$ cat config.mk
export PLATFORM = sky130hd
export DESIGN_NAME = loop_stack
export DESIGN_NICKNAME = d
export VERILOG_FILES = /design/src/rtl/loop_pkg.sv /design/src/rtl/loop_entry.sv /design/src/rtl/loop_stack.sv
export SDC_FILE = /design/constraint.sdc
export NUM_CORES = 1
export LEC_CHECK = 0
export BUFFER_PORTS_ARGS = -buffer_cell sky130_fd_sc_hd__buf_2
export CORE_ASPECT_RATIO = 1.1
export CORE_MARGIN = 3
export CORE_UTILIZATION = 25
export DETAILED_ROUTE_END_ITERATION = 8
export GPL_ROUTABILITY_DRIVEN = 0
export GPL_TIMING_DRIVEN = 1
export SYNTH_ARGS = -nofsm -noshare
export SYNTH_HDL_FRONTEND = slang
export SYNTH_HIERARCHICAL = 1
export SYNTH_SLANG_ARGS = --single-unit
$ cat constraint.sdc
create_clock -name clk -period 5.24 [get_ports clk]
set_input_delay 0.262 -clock clk [delete_from_list [all_inputs] [get_ports clk]]
set_output_delay 0.262 -clock clk [all_outputs]
set_load 0.005 [all_outputs]
$ cat src/rtl/loop_pkg.sv
// loop_pkg: shared constants and command encoding for the loop counter stack
package loop_pkg;
    localparam int DEF_WIDTH = 16;
    localparam int DEF_DEPTH = 4;
    localparam int DEF_LVL_W = $clog2(DEF_DEPTH + 1);
    typedef enum logic [2:0] {CMD_NONE, CMD_PUSH, CMD_POP, CMD_REPLACE, CMD_DEC} cmd_e;
endpackage

$ cat src/rtl/loop_entry.sv
// loop_entry: one loop-count register with load and saturating decrement
// Ports: clk, rst (async, active-high), ld_i load d_i, dec_i decrement (holds at 0), q_o stored count
module loop_entry #(
    parameter int WIDTH = 16
) (
    input  logic             clk,
    input  logic             rst,
    input  logic             ld_i,
    input  logic             dec_i,
    input  logic [WIDTH-1:0] d_i,
    output logic [WIDTH-1:0] q_o
);
    logic [WIDTH-1:0] q_q;
    always_ff @(posedge clk or posedge rst) begin
        if (rst) q_q <= '0;
        else if (ld_i) q_q <= d_i;
        else if (dec_i && q_q != '0) q_q <= q_q - 1'b1;
    end
    assign q_o = q_q;
endmodule

$ cat src/rtl/loop_stack.sv
// loop_stack: nested-loop counter stack with push/pop/replace/decrement and sticky error
// Ports: clk, rst (async, active-high); bus_to_ls count in; push, pop, decrement commands;
//        ls_to_bus top count (0 when empty), lrz_flag top==1, empty, full, level, err (sticky).
// Option: define LOOP_STACK_AUTOPOP_EN so a decrement on a top of 1 pops the entry instead of writing 0.
module loop_stack
    import loop_pkg::*;
#(
    parameter int WIDTH = DEF_WIDTH,
    parameter int DEPTH = DEF_DEPTH
) (
    input  logic                       clk,
    input  logic                       rst,
    input  logic [WIDTH-1:0]           bus_to_ls,
    input  logic                       push,
    input  logic                       pop,
    input  logic                       decrement,
    output logic [WIDTH-1:0]           ls_to_bus,
    output logic                       lrz_flag,
    output logic                       empty,
    output logic                       full,
    output logic [$clog2(DEPTH+1)-1:0] level,
    output logic                       err
);
    localparam int LW = $clog2(DEPTH + 1);
    logic [LW-1:0] level_q, level_d;
    logic err_q, err_d, pop_auto;
    cmd_e cmd;
    logic [DEPTH-1:0][WIDTH-1:0] ent;
    logic [WIDTH-1:0] top;
    // push+pop on an empty stack has no top to replace, so it degrades to a push
    assign cmd = (push && pop) ? (empty ? CMD_PUSH : CMD_REPLACE) :
                 push ? CMD_PUSH : pop ? CMD_POP : decrement ? CMD_DEC : CMD_NONE;
`ifdef LOOP_STACK_AUTOPOP_EN
    assign pop_auto = (cmd == CMD_DEC) && lrz_flag;
`else
    assign pop_auto = 1'b0;
`endif
    assign level_d = (cmd == CMD_PUSH && !full) ? level_q + 1'b1 :
                     ((cmd == CMD_POP && !empty) || pop_auto) ? level_q - 1'b1 : level_q;
    assign err_d = err_q | (cmd == CMD_PUSH && full) | ((cmd == CMD_POP || cmd == CMD_DEC) && empty);
    always_ff @(posedge clk or posedge rst) begin
        if (rst) begin
            level_q <= '0;
            err_q   <= 1'b0;
        end else begin
            level_q <= level_d;
            err_q   <= err_d;
        end
    end
    for (genvar k = 0; k < DEPTH; k++) begin : g_ent
        loop_entry #(.WIDTH(WIDTH)) u_entry (
            .clk  (clk),
            .rst  (rst),
            .ld_i ((cmd == CMD_PUSH && !full && level_q == LW'(k)) ||
                   (cmd == CMD_REPLACE && level_q == LW'(k + 1))),
            .dec_i(cmd == CMD_DEC && !pop_auto && level_q == LW'(k + 1)),
            .d_i  (bus_to_ls),
            .q_o  (ent[k])
        );
    end
    // level 0 selects nothing, which masks stale popped slots to 0
    always_comb begin
        top = '0;
        for (int i = 0; i < DEPTH; i++) top = (level_q == LW'(i + 1)) ? ent[i] : top;
    end
    assign ls_to_bus = top;
    assign lrz_flag  = top == WIDTH'(1);
    assign empty     = level_q == '0;
    assign full      = level_q == LW'(DEPTH);
    assign level     = level_q;
    assign err       = err_q;
endmodule

==> metrics <==
outcome=complete, no violations; PD cells=about 570 nW/µm²; Tot GR Track Use=about 16%; worst path bufs/invs=2; Critical Path End Type=primary output; worst-path fanout max=26; vias in the first global route=between 4,000 and 5,000; vias per std cell=5.77; Yosys top cell area share=between 30 and 40%; Slew Limit Headroom=around a third; Detailed Route WL=18,300 µm; DR WL met3=roughly 1100 µm; core region area=approximately 21,000 µm²; antenna cells=0; final hold vios=0; Reg area=1700 µm²; Layout fillers=between 2,000 and 2,500; post-synthesis async set-or-reset flop share=100%; cts repair resizes=0; die area=approximately 23,000 µm²; net count after synthesis=between 600 and 700; Main synth FF type=dfrtp_1; post-route DRC violation count=0; # setup viols final=0; startpoint types=flip-flop; post-layout min period=4.18 ns; maxcap violations=0; Worst-path clk slew=around 0.06 ns; CTS sink cnt=a little under 70; Yosys warnings=6; Syn Inst Count=617; dpl hpwl=roughly 14,000 µm; fraction of layout instances using a drive strength above 1=15.8%; drt initial violations=around 600; CP arrival=between 3 and 4 ns; Final Max Tran Viols=0; TNS Setup=0 ns; Critical Path Max Stage Delay=0.72 ns; fin crit share=about four fifths; ranking of synthesized cells by area=dfrtp_1 (32%), nor2_1 (4.9%), nand2_1 (3.9%); wire length on met1=about 7900 µm; Fmax=0.239 GHz; initial antenna violation count=0; area of the multi-input gates=between 3000 and 4000 µm²; TritonRoute pass-1 iters=6; Fin Clk Skew=0.00801 ns; Final ANT Viol Nets=0; Netlist cell types=60; FP Rows=55; cts hold-fix bufs=1; worst skew pair latency=between 0.3 and 0.4 ns; pin count of the biggest net entering global routing=27; DR WL met2=between 8000 and 9000 µm; CTS HTree Levels=3; Crit path max-delay family=simple AND/OR/NAND/NOR gates; CTS tree=done; Slowest-stage cell, CP=nor3b_2; top sig layer=met4; Yosys top cell by area=dfrtp_1; Max Root-Sink Buffers=2; Post-CTS Setup Bufs=0; Congestion Overflow GR=0; Final nets=between 600 and 700; Port Buf Inserts=43; num ports=between 40 and 50; worst vdd ir=approximately 200 µV; unrepaired setup endpoints after global routing=no; Horiz. Die Dim=about 140 µm; leak pwr=~2.2 nW; root buf cell=clkbuf_16; first-pass GRT wire length=between 20,000 and 30,000 µm; Num CTS Buffers=9; Netlist Area Pre-Place=roughly 5300 µm²; die height=about 160 µm; Initial Util=25.5%; Final WS setup=around 1.1 ns; Slew @ Worst Pin=between 1 and 1.5 ns; mean post-synth cell area=about 8.5 µm²; hold crit path type=input port to flip-flop; number of flops mapped to enable cells by yosys=0; kind of critical path=flip-flop to primary output; ordered cell list for the critical path=inv_1 -> ha_1 -> nor3b_2 -> a221oi_1 -> a21oi_2 -> or4b_1 -> nor4_2 -> buf_2; Worst Path Required=4.98 ns; DP Worst Slack=1.48 ns; via count=~5,200; Routed WL per cell=between 20 and 25 µm; sequential area share after synthesis=32.4%; Area Overhead vs Synth=13.3%; Seq cells post-synth=68
==> where the power goes <==
group,internal [mW],switching (mW),total [mW]
sequential,0.772,0.548,1.32
combinational,0.645,0.814,1.46
clock,0.380,0.239,0.619
total,1.80,1.60,3.40
==> cell usage in the layout, fill, tap and decap left out, types with 14 or more instances in the layout <==
| cell type | synthesis | final |
|---|---|---|
| inv_1 | 34 | 34 |
| nor2_1 | 69 | 69 |
| dfrtp_1 | 68 | 68 |
| a221oi_1 | 14 | 14 |
| nand3_1 | 24 | 24 |
| a21oi_1 | 34 | 34 |
| or4_1 | 19 | 19 |
| nand2_1 | 54 | 54 |
| a31oi_1 | 32 | 32 |
| o21ai_0 | 33 | 33 |
| buf_2 | 1 | 43 |
==> layer usage <==
metal | track usage [%] | up-vias
li1 | - | 2473
met5 | 0 | -
met2 | 26.0 | 220
met4 | 6.31 | 0
met1 | 21.6 | 2515
met3 | 2.02 | 37
==> tightest hold or removal path: cells and delay by family <==
family,cells,cell delay [ns]
simple gates,2,0.14
buf+inv,1,0.16
==> per-stage QoR <==
step	std cells	util [%]	instance area [µm²]	total power [mW]	hold WS (ns)
after detailed placement	892	27.3	5640	2.76	0.248
final	909	28.8	5950	3.40	0.258
after global routing	909	28.8	5950	3.64	0.253
after floorplan	617	-	5260	2.25	0.0281
after CTS	909	28.8	5950	3.39	0.246
after global placement	892	27.3	5640	2.74	0.250
==> area by class of cell <==
class,instances,share of cell area (%)
sequential,68,28.6
clock buffer,10,4.02
tap,256,5.38
timing repair buffer,48,4.29
clock inverter,6,1.07
inverter,39,2.46
multi-input combinational,482,54.2
==> Yosys cell counts (5+ instances only) <==
| master | number |
|---|---|
| o21ai_0 | 33 |
| ha_1 | 10 |
| a31oi_1 | 32 |
| o41ai_1 | 12 |
| nor4_4 | 8 |
| nor4b_1 | 8 |
| o311a_1 | 8 |
| a21oi_1 | 34 |
| inv_1 | 34 |
| o31ai_1 | 8 |
| nand3_1 | 24 |
| and4_1 | 8 |
| nand4_1 | 12 |
| nor4_1 | 8 |
| clkbuf_1 | 16 |
| a21o_1 | 6 |
| a221o_1 | 8 |
| or4_1 | 19 |
| a221oi_1 | 14 |
| nor2b_1 | 8 |
| a2bb2oi_1 | 8 |
| nand2_1 | 54 |
| nor3b_1 | 5 |
| nor4_2 | 5 |
| buf_6 | 9 |
| nand2b_1 | 5 |
| nor2_1 | 69 |
| dfrtp_1 | 68 |
==> registers in the layout, indices dropped and copies added, names as in the netlist <==
register and cells:
g_ent.u_entry/q_o 64, level 3, err 1
==> logic make-up (layout without fill, tap and decap cells) <==
family,after synthesis,after routing,synth area share [%]
simple gates,275,275,32.0
mux,6,6,1.24
buf+inv,67,103,6.24
flops,68,68,32.4
xor+xnor,1,1,0.167
compound gates,190,190,25.6
fa+ha+maj,10,10,2.38
==> path summary, 6_finish.rpt <==
path                            depth (start not counted)  slack [ns]                  endpoint         start
max in group asynchronous                               3        4.12  g_ent[0].u_entry/q_o[12]           rst
worst min register to register                          1        0.45                       err           err
worst min-delay path                                    3        0.26   g_ent[1].u_entry/q_o[3]  bus_to_ls[3]
min in group asynchronous                               3        0.44                       err           rst
worst max-delay path                                    8        1.06                  lrz_flag      level[2]
worst max register to register                          7        1.82  g_ent[2].u_entry/q_o[11]      level[2]
Power figures use the tool's default switching activity.
